### src/rtl/ps2_host_tx.sv
// PS/2 host-to-device transmitter.
// Sends one command byte to the device. The host inhibits the clock and
// requests to send, then shifts the 11-bit frame out on device-generated
// clocks and checks the device ACK. Both PS/2 lines are driven only through
// pull-low enables; a released line floats high.
//
// Handshake: a byte is accepted on a clk edge where tx_valid && tx_ready.
// tx_ready is high only in IDLE and tx_valid is ignored in every other state.
// The result is reported by a one-cycle done pulse, with ack_err and
// timeout_err valid from that pulse until the next accept.
module ps2_host_tx #(
  parameter int INHIBIT_CYCLES = 5000,
  parameter int TIMEOUT_CYCLES = 750000
) (
  input  logic       clk,
  input  logic       rst,
  input  logic [7:0] tx_data,
  input  logic       tx_valid,
  output logic       tx_ready,
  input  logic       ps2_clk,
  input  logic       ps2_data,
  output logic       ps2_clk_low,
  output logic       ps2_data_low,
  output logic       busy,
  output logic       done,
  output logic       ack_err,
  output logic       timeout_err,
  output logic [2:0] state_dbg
);

  typedef enum logic [2:0] {
    S_IDLE      = 3'd0,
    S_INHIBIT   = 3'd1,
    S_REQ       = 3'd2,
    S_SEND      = 3'd3,
    S_WAIT_IDLE = 3'd4
  } state_t;

  // One counter serves the inhibit interval and the transfer timeout,
  // since the two never run at the same time.
  localparam int CMAX = (INHIBIT_CYCLES > TIMEOUT_CYCLES) ? INHIBIT_CYCLES : TIMEOUT_CYCLES;
  localparam int CW   = $clog2(CMAX + 1);
  localparam logic [CW-1:0] INH_LAST = CW'(INHIBIT_CYCLES - 1);
  localparam logic [CW-1:0] TO_LAST  = CW'(TIMEOUT_CYCLES - 1);

  state_t        state;
  logic [CW-1:0] cnt;
  logic [3:0]    bitcnt;
  logic [7:0]    tx_byte;
  logic          parity;
  logic [2:0]    clk_s;
  logic [1:0]    data_s;
  logic          fall;
  logic          d_s;

  assign fall      = clk_s[2] & ~clk_s[1];
  assign d_s       = data_s[1];
  assign tx_ready  = (state == S_IDLE);
  assign busy      = (state != S_IDLE);
  assign state_dbg = state;

  // Synchronise the asynchronous PS/2 lines; reset to the idle-high level.
  always_ff @(posedge clk or posedge rst) begin
    if (rst) begin
      clk_s  <= 3'b111;
      data_s <= 2'b11;
    end else begin
      clk_s  <= {clk_s[1:0], ps2_clk};
      data_s <= {data_s[0], ps2_data};
    end
  end

  // Transfer sequencer: inhibit, request-to-send, frame shift, ACK, bus idle.
  always_ff @(posedge clk or posedge rst) begin
    if (rst) begin
      state        <= S_IDLE;
      cnt          <= '0;
      bitcnt       <= 4'd0;
      tx_byte      <= 8'h00;
      parity       <= 1'b0;
      ps2_clk_low  <= 1'b0;
      ps2_data_low <= 1'b0;
      done         <= 1'b0;
      ack_err      <= 1'b0;
      timeout_err  <= 1'b0;
    end else begin
      done <= 1'b0;
      case (state)
        S_IDLE: begin
          ps2_clk_low  <= 1'b0;
          ps2_data_low <= 1'b0;
          if (tx_valid) begin
            tx_byte     <= tx_data;
            parity      <= ~^tx_data;
            ack_err     <= 1'b0;
            timeout_err <= 1'b0;
            bitcnt      <= 4'd0;
            cnt         <= '0;
            ps2_clk_low <= 1'b1;
            state       <= S_INHIBIT;
          end
        end
        S_INHIBIT: begin
          if (cnt == INH_LAST) begin
            cnt          <= '0;
            ps2_data_low <= 1'b1;
            state        <= S_REQ;
          end else begin
            cnt <= cnt + 1'b1;
          end
        end
        S_REQ: begin
          // Release the clock while the start bit stays driven low.
          ps2_clk_low <= 1'b0;
          cnt         <= '0;
          state       <= S_SEND;
        end
        S_SEND: begin
          // Timeout wins over a falling edge in the same cycle.
          if (cnt == TO_LAST) begin
            ps2_clk_low  <= 1'b0;
            ps2_data_low <= 1'b0;
            timeout_err  <= 1'b1;
            done         <= 1'b1;
            state        <= S_IDLE;
          end else begin
            cnt <= cnt + 1'b1;
            if (fall) begin
              bitcnt <= bitcnt + 4'd1;
              if (!bitcnt[3]) begin
                ps2_data_low <= ~tx_byte[bitcnt[2:0]];
              end else if (bitcnt == 4'd8) begin
                ps2_data_low <= ~parity;
              end else if (bitcnt == 4'd9) begin
                ps2_data_low <= 1'b0;
              end else begin
                // Device ACK: it should be holding data low on this clock.
                ps2_data_low <= 1'b0;
                ack_err      <= d_s;
                state        <= S_WAIT_IDLE;
              end
            end
          end
        end
        S_WAIT_IDLE: begin
          ps2_clk_low  <= 1'b0;
          ps2_data_low <= 1'b0;
          if (cnt == TO_LAST) begin
            timeout_err <= 1'b1;
            done        <= 1'b1;
            state       <= S_IDLE;
          end else begin
            cnt <= cnt + 1'b1;
            if (clk_s[1] && d_s) begin
              done  <= 1'b1;
              state <= S_IDLE;
            end
          end
        end
        default: begin
          ps2_clk_low  <= 1'b0;
          ps2_data_low <= 1'b0;
          state        <= S_IDLE;
        end
      endcase
    end
  end

endmodule
### config.mk
export PLATFORM = sky130hd
export DESIGN_NAME = ps2_host_tx
export DESIGN_NICKNAME = d
export VERILOG_FILES = /design/src/rtl/ps2_host_tx.sv
export SDC_FILE = /design/constraint.sdc
export NUM_CORES = 1
export LEC_CHECK = 0
export ABC_CLOCK_PERIOD_IN_PS = 1900
export BUFFER_PORTS_ARGS = -buffer_cell sky130_fd_sc_hd__buf_2
export CORE_MARGIN = 1.5
export CORE_UTILIZATION = 35
export DETAILED_ROUTE_END_ITERATION = 12
export MAX_ROUTING_LAYER = met4
export PLACE_DENSITY = 0.56
export SLEW_MARGIN = 10
export SYNTH_ARGS = -nofsm -noshare
export SYNTH_HDL_FRONTEND = slang
export SYNTH_SLANG_ARGS = --single-unit
### constraint.sdc
create_clock -name clk -period 1.9 [get_ports clk]
set_input_delay 0.095 -clock clk [delete_from_list [all_inputs] [get_ports clk]]
set_output_delay 0.095 -clock clk [all_outputs]
set_load 0.05 [all_outputs]
==> flow_summary.ini <==
[cts]
tritoncts = yes
cts.htree.levels = 2
cts_root_buf = clkbuf_8
worstSkewPairLatency_ns = 0.31
clkTransAtPathRegs_ns = 0.09
cts.sinks = 46
clk_path_buf_depth = 2
cts_buffers = 5

[critical_path]
crit_buf_inv = 0
startpoint_type = register
cp_top_family = compound AO/OA/AOI/OAI gates
cp-end-kind = register
path_class = reg -> reg
required_ns = 2.10
cpMaxStageDelayCell = o41ai_4
cp_cell_sequence = nor4b_2 > nand3_2 > o41ai_4 > nor2_2 > a221o_1
cp.arrival_ns = 2.12
critPathMaxFanout = 4
max_stage_delay_ns = 0.50

[sta]
rsz0062_at_grt = yes
max_freq_mhz = 520
max-slew-margin-rel_pct = 59.9
fin_crit_sh_pct = 101
tightestPinTransition_ns = 0.601
final.setup.tns_ns = -0.0249
holdWs_ns = 0.0396
finClkSkew_ns = 0.00299
fin_ws_ns = -0.0241
hold_violations = 0
maxSlewViolCount = 0
finalSetupViolations = 2
post-route-min-period_ns = 1.92

[routing]
m1WireLength_mm = 3.15
route.detailed.drc = 0
wl_met2_mm = 2.74
ant_nets = 0
viasPerCell = 5.02
firstDrtPassIters = 4
vias = 2084
routedWlPerCell_um = 14.9
maxUsedRoutingLayer = met4
wl_met3_um = 160
drtIter0Drc = 116
wl_mm = 6.16

[placed_design]
placed_area_mm2 = 0.00308
portBuffers = 22
pre_cts_slack_ns = -0.0489
hpwlAfterDp_mm = 4.64
dp.cells = 397
place.gp.congestion = 0.810

[synthesis]
ys_seq_area_share_pct = 45.3
netlist_area_mm2 = 0.00256
ys_warn_count = 0
yosys_register_bits = 46
synthesis.nets = 261
postSynthCellCount = 244
synthArstFlopShare_pct = 100
synth_edf_count = 0
synth-main-ff-cell = dfrtp_1
yosysUniqueCellTypes = 61
synth.avg_cell_area_um2 = 10.5

[global_routing]
grt_pass1_wl_mm = 10.0
grt_max_degree = 29
antenna_found_initial = 0
track_usage_pct = 17.4
grt-ovfl-total = 0
grt_pass1_vias = 1967

[die]
ios = 23
fp.dieH_um = 88.5
fp.coreArea_mm2 = 0.00694
die_x_um = 88.5
fp-row-count = 30
start_util_pct = 36.8
die_area_mm2 = 0.00783

[cells_and_area]
nets = 335
final_area_mm2 = 0.00339
drive_above_1_share_pct = 43.6
utilization_pct = 48.8
layout.cells.non_filler = 415
diodes = 0
syn2layout_area_growth_pct = 32.5

[pwr]
powerDensity_mw_per_mm2 = 503
vdd_drop_max_mv = 0.238
p_total_mw = 1.71
p_leak_nw = 1.47

[hold_path]
hp-class = in -> reg

[flow_run]
cap_violations = 0

[run_status]
violations = negative setup slack
outcome = finished, violations left
## worst register-to-register path, stage by stage, from the launching register on
cell and delay [ns]:
dfrtp_1 0.42, nor4b_2 0.33, nand3_2 0.16, o41ai_4 0.50, nor2_2 0.09, a221o_1 0.31
## placed cells by master, fill, tap and decap left out, drive strengths merged, types with 4 or more instances in the layout
cell    Yosys  routed
buf         5      71
nand4       4       4
and4        6       6
nor3        4       4
dfrtp      41      41
a21oi       9       9
o31ai       6       6
o21ai      13      13
xnor2      14      14
nand2      24      24
clkbuf      2       5
ha          4       4
inv         8       9
mux2        8       8
nor2       22      22
dfstp       5       5
or4         4       4
o211ai      4       4
nand3       9       9
nor4        5       5
## state kept, by name (all words and copies together), names as in the netlist
| signal | cells |
|---|---|
| tx_byte | 8 |
| data_s | 2 |
| ps2_clk_low | 1 |
| ps2_data_low | 1 |
| parity | 1 |
| done | 1 |
| clk_s | 3 |
| state_dbg | 3 |
| cnt | 20 |
| ack_err | 1 |
| timeout_err | 1 |
| bitcnt | 4 |
## cells in the mapped netlist (3+ instances only)
library cell / count / share of area [%]
or4_1: 3 / 0.88
o211ai_1: 4 / 1.2
and3_1: 3 / 0.73
nor2_1: 21 / 3.1
a21oi_1: 9 / 1.8
or2_2: 3 / 0.73
o21ai_0: 11 / 2.2
nand3_1: 9 / 1.8
xor2_1: 3 / 1.0
ha_1: 4 / 2.0
nor4_1: 5 / 1.2
mux2_2: 8 / 3.5
or3_1: 3 / 0.73
o31ai_1: 5 / 1.5
xnor2_1: 14 / 4.8
dfstp_2: 5 / 5.1
nand2_1: 24 / 3.5
dfrtp_1: 41 / 40
and4_1: 5 / 1.7
nor3_1: 4 / 0.78
nand4_1: 3 / 0.73
buf_6: 3 / 1.3
inv_1: 8 / 1.2
## cell type report
type	instances	area, um2
Timing Repair Buffer	74	531
Sequential cell	46	1160
Clock inverter	3	25.0
Tap cell	96	120
Fill cell	650	3550
Clock buffer	5	68.8
Multi-Input combinational cell	183	1450
Inverter	8	30.0
## repair_timing
action,4_1_cts,5_1_grt
gates resized for setup,4,28
hold buffers,3,0
endpoints found under the hold margin,23,0
buffers inserted,1,6
pin swaps,4,15
endpoints found under the setup margin,14,28
## layer usage
layer / vias to the layer above / global-route usage, %
met5: - / -
met4: 0 / 5.68
met3: 11 / 2.52
met2: 34 / 24.6
met1: 990 / 25.5
li1: 1049 / -
## power breakdown
group	internal (mW)	leakage, nW	switching, mW
logic	0.0336	0.859	0.0433
clock network	0.266	0.0447	0.372
registers	0.988	0.562	0.00307
## worst paths after layout
check                               startpoint                      to  slack (ns)  depth (start not counted)
setup / recovery           cnt[16]$_DFFE_PP0P_      cnt[5]$_DFFE_PP0P_       -0.02                          5
hold / removal                      tx_data[7]  tx_byte[7]$_DFFE_PP0P_        0.04                          2
setup reg to reg           cnt[16]$_DFFE_PP0P_      cnt[5]$_DFFE_PP0P_       -0.02                          5
hold reg to reg             clk_s[0]$_DFF_PP1_      clk_s[1]$_DFF_PP1_        0.36                          0
max in group asynchronous                  rst      cnt[9]$_DFFE_PP0P_        0.91                          4
min in group asynchronous                  rst  tx_byte[6]$_DFFE_PP0P_        0.39                          3
## logic make-up (layout without fill, tap and decap cells)
| logic type | Yosys count | after routing | synth area share [%] |
|---|---|---|---|
| AND/OR/NAND/NOR | 104 | 104 | 24.6 |
| AO/OA/AOI/OAI | 47 | 47 | 13.6 |
| flip-flops | 46 | 46 | 45.3 |
| XOR/XNOR | 17 | 17 | 5.82 |
| buffers and inverters | 15 | 90 | 3.18 |
| multiplexers | 11 | 11 | 5.68 |
| adder cells (fa/ha/maj) | 4 | 4 | 1.96 |
(Power assumes the default switching activity.)
